==> config.mk <==
export PLATFORM = sky130hd
export DESIGN_NAME = hazard_scoreboard
export DESIGN_NICKNAME = d
export VERILOG_FILES = /design/src/rtl/hazard_scoreboard.sv
export SDC_FILE = /design/constraint.sdc
export NUM_CORES = 1
export LEC_CHECK = 0
export BUFFER_PORTS_ARGS = -buffer_cell sky130_fd_sc_hd__buf_2
export CORE_AREA = 2 2 39 41
export DETAILED_ROUTE_END_ITERATION = 6
export DIE_AREA = 0 0 41 43
export PLACE_DENSITY = 0.7
export REMOVE_ABC_BUFFERS = 1
export SYNTH_ARGS = -nofsm -noshare
export SYNTH_HDL_FRONTEND = slang
export SYNTH_SLANG_ARGS = --single-unit
export TNS_END_PERCENT = 5
==> constraint.sdc <==
create_clock -name vclk -period 1.15
set_input_delay 0.0575 -clock vclk [all_inputs]
set_output_delay 0.0575 -clock vclk [all_outputs]
set_load 0.02 [all_outputs]
==> src/rtl/hazard_scoreboard.sv <==
// Purpose : load-use hazard unit beside ID; stalls PC/IF-ID and bubbles ID/EX
//           while an in-flight load (up to LOAD_LAT cycles old) feeds an ID source.
// Latency : outputs are combinational from current inputs plus registered
//           scoreboard state; the scoreboard advances every clock.
// Backpressure: this block *is* the backpressure source; it never stalls itself.
// Ports   : clk/reset (async active-high); idExMemRead/idExRt describe the load in
//           ID/EX; ifIdValid/ifIdRs/ifIdRt/ifIdUsesRs/ifIdUsesRt describe the ID
//           consumer; flushIfId discards IF/ID; statsClear clears the counter;
//           pcWrite/ifIdWrite/bubbleInstruction are stall controls; pendingBusy
//           flags any registered entry; stallCycles is the stall counter.
// Option  : define HAZARD_STATS_EN to build the saturating stall counter;
//           otherwise stallCycles is tied to zero and statsClear is ignored.
module hazard_scoreboard #(
   parameter int ADDR_W   = 5,
   parameter int LOAD_LAT = 1,
   parameter int ZERO_REG = 1
) (
   input  logic              clk,
   input  logic              reset,
   input  logic              idExMemRead,
   input  logic [ADDR_W-1:0] idExRt,
   input  logic              ifIdValid,
   input  logic [ADDR_W-1:0] ifIdRs,
   input  logic [ADDR_W-1:0] ifIdRt,
   input  logic              ifIdUsesRs,
   input  logic              ifIdUsesRt,
   input  logic              flushIfId,
   input  logic              statsClear,
   output logic              pcWrite,
   output logic              ifIdWrite,
   output logic              bubbleInstruction,
   output logic              pendingBusy,
   output logic [15:0]       stallCycles
);

   // Registered entries are pend[1..LOAD_LAT-1]; index k here holds pend[k+1].
   // One dummy (always invalid) slot is kept when LOAD_LAT=1 so the arrays
   // never collapse to zero width.
   localparam int NREG = (LOAD_LAT > 1) ? LOAD_LAT - 1 : 1;

   logic              liveValid;
   logic [ADDR_W-1:0] liveAddr;
   logic [NREG-1:0]   regValid;
   logic [ADDR_W-1:0] regAddr [NREG];
   logic              anyMatch;
   logic              hazard;

   // A source hits an entry address when it is read and is not the hardwired
   // zero register.
   function automatic logic srcHit(input logic              useA,
                                   input logic              useB,
                                   input logic [ADDR_W-1:0] srcA,
                                   input logic [ADDR_W-1:0] srcB,
                                   input logic [ADDR_W-1:0] entAddr);
      logic hitA;
      logic hitB;
      hitA = useA && (srcA == entAddr) && !((ZERO_REG != 0) && (srcA == '0));
      hitB = useB && (srcB == entAddr) && !((ZERO_REG != 0) && (srcB == '0));
      return hitA || hitB;
   endfunction

   always_comb begin
      liveValid = idExMemRead && !((ZERO_REG != 0) && (idExRt == '0));
      liveAddr  = idExRt;
   end

   // All entries are OR-ed: overlapping matches yield one stall, which lasts
   // until the youngest matching entry has shifted out.
   always_comb begin
      anyMatch = liveValid && srcHit(ifIdUsesRs, ifIdUsesRt, ifIdRs, ifIdRt, liveAddr);
      for (int k = 0; k < NREG; k++) begin
         anyMatch = anyMatch ||
                    (regValid[k] && srcHit(ifIdUsesRs, ifIdUsesRt, ifIdRs, ifIdRt, regAddr[k]));
      end
      hazard = ifIdValid && !flushIfId && anyMatch;
   end

   assign pcWrite           = !hazard;
   assign ifIdWrite         = !hazard;
   assign bubbleInstruction = hazard;
   assign pendingBusy       = |regValid;

   generate
      if (LOAD_LAT > 1) begin : gPend
         // Free-running shift: stalls and flushes never freeze it. A stall
         // bubbles ID/EX, so the same load is not inserted twice.
         always_ff @(posedge clk or posedge reset) begin
            if (reset) begin
               regValid <= '0;
               for (int k = 0; k < NREG; k++) begin
                  regAddr[k] <= '0;
               end
            end else begin
               regValid[0] <= liveValid;
               regAddr[0]  <= liveAddr;
               for (int k = 1; k < NREG; k++) begin
                  regValid[k] <= regValid[k-1];
                  regAddr[k]  <= regAddr[k-1];
               end
            end
         end
      end else begin : gNoPend
         assign regValid   = '0;
         assign regAddr[0] = '0;
      end
   endgenerate

`ifdef HAZARD_STATS_EN
   logic [15:0] statsCnt;

   // Clear wins over increment; the count saturates instead of wrapping.
   always_ff @(posedge clk or posedge reset) begin
      if (reset) begin
         statsCnt <= '0;
      end else if (statsClear) begin
         statsCnt <= '0;
      end else if (hazard && (statsCnt != 16'hFFFF)) begin
         statsCnt <= statsCnt + 16'd1;
      end
   end

   assign stallCycles = statsCnt;
`else
   logic unusedStatsClear;
   assign unusedStatsClear = statsClear;
   assign stallCycles      = 16'h0000;
`endif

endmodule

### Word level (Yosys, flattened, before mapping)

Index checks and enable logic that the tools add are counted.

| storage, ports and cells | value |
|---|---|
| bits in registers | 0 |

| cells by class | value |
|---|---|
| reductions and logical operators | 17 |
| equal/unequal tests | 2 |

Operators with widths:

| kind | count |
|---|---|
| 5-bit zero test | 3 |
| 5-bit == test | 2 |
| 1-bit logical AND | 8 |
| 1-bit zero test | 5 |
| 1-bit logical OR | 1 |

### Depth between registers and ports, before layout

| depth | value |
|---|---|
| depth after elaboration | 7 |
| gate-level depth with buffers | 5 |
| mapped depth without buffers | 4 |

### Least setup slack after synthesis

Ideal clock, no wire load.

| timing | value |
|---|---|
| path kind | input port to output port |
| from | input port ifIdRs[0] |
| to | output port pcWrite |
| stages on the path | 4 |
| slack | -0.224 ns |
| arrival time | 1.316 ns |
| required time | 1.092 ns |
| path through | o41ai_1 > a211oi_1 > o21ai_0 > buf_4 |

| between the ends | value |
|---|---|
| longest elaborated chain between the ends | 7 |
| elaborated cells on any way between the ends | 9 |

Ends and longest elaborated chain:

| what | RTL line | source |
|---|---|---|
| from (decl) | 23 | `input logic [ADDR_W-1:0] ifIdRs,` |
| 5-bit == test / 5-bit zero test (equally long branches) | -- |  |
| 1-bit logical AND / 1-bit zero test (equally long branches) | -- |  |
| 1-bit logical AND (*) | 57 | `hitA = useA && (srcA == entAddr) && !((ZERO_REG != 0) && (srcA == '0));` |
| 1-bit logical OR (*) | 59 | `return hitA \|\| hitB;` |
| 1-bit logical AND (*) | 70 | `anyMatch = liveValid && srcHit(ifIdUsesRs, ifIdUsesRt, ifIdRs, ifIdRt, liveAddr);` |
| 1-bit logical AND (*) | 75 | `hazard = ifIdValid && !flushIfId && anyMatch;` |
| 1-bit zero test (*) | -- |  |
| to (decl) | 29 | `output logic pcWrite,` |

Mark *: on every way between the ends. The rest lies on a longest branch, timed or not.

### Final worst setup path

| timing | value |
|---|---|
| from | input port idExRt[1] |
| to | output port bubbleInstruction |

| between the ends | value |
|---|---|
| longest elaborated chain between the ends | 6 |
| elaborated cells on any way between the ends | 12 |

Ends and longest elaborated chain:

| what | RTL line | source |
|---|---|---|
| from (decl) | 21 | `input logic [ADDR_W-1:0] idExRt,` |
| 5-bit == test, on equally long branches | 57, 58 |  |
| 1-bit logical AND, on equally long branches (2 in a row) | 57, 58 |  |
| 1-bit logical OR | 59 |  |
| 1-bit logical AND (*) | 70 |  |
| 1-bit logical AND (*) | 75 |  |
| to (decl) | 31 | `output logic bubbleInstruction,` |

Marks and branches as above.

==> results.json <==
{
  "crit_path_end_kind": "primary output",
  "overflow": 0,
  "io_pins": 43,
  "hold-path-endpoint": "ifIdWrite",
  "power_leakage_nw": 0.2127,
  "area_growth_pct": 42.62,
  "wl_met3_um": 43,
  "ir_drop_v": 0.00007400,
  "critical_path_class": "in -> out",
  "final-hold-violation-count": 0,
  "finalNetCount": 88,
  "via_per_inst": 3.658,
  "drt-met1-wl_um": 196,
  "cts_hold_buf": 0,
  "synth_top_cell_by_area": "buf_4",
  "final_cells": 79,
  "status": "completed",
  "rsz0062_at_grt": "true",
  "cp.required_ps": 1090,
  "clkbuf_count": 0,
  "seq_cells": 0,
  "grt_max_degree": 5,
  "yosysSeqAreaShare_pct": 0,
  "drc": 0,
  "dpl.cell_count": 79,
  "max_freq_ghz": 0.8945,
  "wl_per_cell_um": 8.658,
  "drive_above_1_share_pct": 44.44,
  "power.density_nw_per_um2": 366.2,
  "whs_ps": 527.4,
  "dr_wl_met2_um": 445,
  "netlist.area_leader.share_pct": 45.57,
  "ant_nets": 0,
  "min_path_type": "in -> out",
  "synth.cell_area_um2": 296.5,
  "utilization_pct": 30.56,
  "die_h_um": 43,
  "drt-pass1-iter-count": 2,
  "hold_start": "flushIfId",
  "start_util_pct": 21.43,
  "rows": 14,
  "coreArea_um2": 1384,
  "cts_setup_buffers": 0,
  "crit_path_start_kind": "input port",
  "grt_pass1_wl_um": 931,
  "synth.area.top_cells": "buf_4, xnor2_1, xor2_1",
  "fin_crit_ps": 1118,
  "register_area_um2": 0,
  "critical_path_arrival_ps": 1060,
  "crit_fanout": 3,
  "wirelength_um": 684,
  "place_congestion": 0.5734,
  "antenna_found_initial": 0,
  "diodes": 0,
  "vias": 289,
  "fillers": 159,
  "finalMaxSlewViolations": 0,
  "dieArea_um2": 1763,
  "drtIter0Drc": 2,
  "first_global_vias": 263,
  "ys_top_cells_by_count": "buf_4, xnor2_1, xor2_1",
  "setup_viol": 0,
  "top_layer": "met3",
  "chipWidth_um": 41,
  "cap_violations": 0,
  "synth_area_per_cell_um2": 7.060,
  "io_buffers": 23,
  "post-synth-top-count-cell": "buf_4",
  "dpl.hpwl_um": 581.7,
  "gr-usage-all-layers_pct": 7.300,
  "synthCells": 42,
  "finalCritPeriodShare_pct": 97.21,
  "synth_cell_types": 16,
  "yosysWarnings": 0,
  "whs_path_depth": 5
}
[worst max path at each step]
| stage | from | to | slack, ps | cells past startpoint |
|---|---|---|---|---|
| after CTS | idExRt[1] | bubbleInstruction | 2 | 6 |
| after floorplan | ifIdRs[0] | ifIdWrite | -320 | 3 |
| after global routing | idExRt[1] | bubbleInstruction | -10 | 6 |
| after global placement | idExRt[2] | pcWrite | -70 | 6 |
| final | idExRt[1] | bubbleInstruction | 30 | 6 |
| after detailed placement | idExRt[3] | bubbleInstruction | -70 | 6 |
[cell type report]
class / count / area [um^2] / share of cell area, %
multi-input combinational: 40 / 251.5 / 59.47
tap: 16 / 20.02 / 4.734
timing repair buffer: 23 / 151.4 / 35.80
[cell usage in the layout (no fill, tap or decap)]
cell      count
conb_1       17
buf_2        16
xnor2_1       5
buf_6         5
xor2_1        3
nor2_1        2
nand2_1       2
buf_4         2
xor2_2        1
nor4_2        1
and3_1        1
o41ai_2       1
nand3_1       1
a211oi_2      1
nor3_1        1
nand3b_1      1
a21oi_1       1
o21a_1        1
o21ai_2       1
[critical path, stage by stage]
cell and delay, ps:
buf_6 100, xor2_1 140, nor4_2 270, and3_1 230
o21a_1 140, buf_6 120
[timing repair]
item | 4_1_cts | 5_1_grt
hold endpoints to repair | 0 | 0
resized for setup | 16 | 0
pin swaps | 6 | 2
cloned | 0 | 0
setup endpoints to repair | 3 | 3
[logic make-up after synthesis]
group / share of synthesized area (%)
AOI/OAI and AO/OA: 11.39
buffers and inverters: 45.57
other: 1.265
and+or+nand+nor: 15.19
xor gates and xnor gates: 26.58
[report_power, final]
part           internal, W  switching (W)
registers                0              0
clock network            0              0
logic            0.0000603      0.0000946
total            0.0000603      0.0000946
[metal layers]
layer | track usage (%) | vias up
li1 | - | 146
met1 | 4.762 | 132
met2 | 18.13 | 11
met3 | 0 | 0
met4 | 0 | 0
met5 | 0 | -
[through the flow]
| step | TNS [ps] | cell area, um^2 | power, W | worst slack (ps) |
|---|---|---|---|---|
| after floorplan | -640.1 | 221.5 | 0.00008368 | -320.0 |
| after global placement | -198.9 | 356.6 | 0.0001321 | -66.78 |
| after detailed placement | -192.3 | 356.6 | 0.0001330 | -65.90 |
| after CTS | 0 | 422.9 | 0.0001535 | 2.121 |
| after global routing | -11.55 | 422.9 | 0.0001686 | -11.55 |
| final | 0 | 422.9 | 0.0001549 | 32.05 |
Note: power is estimated with default switching activity, not from simulation.
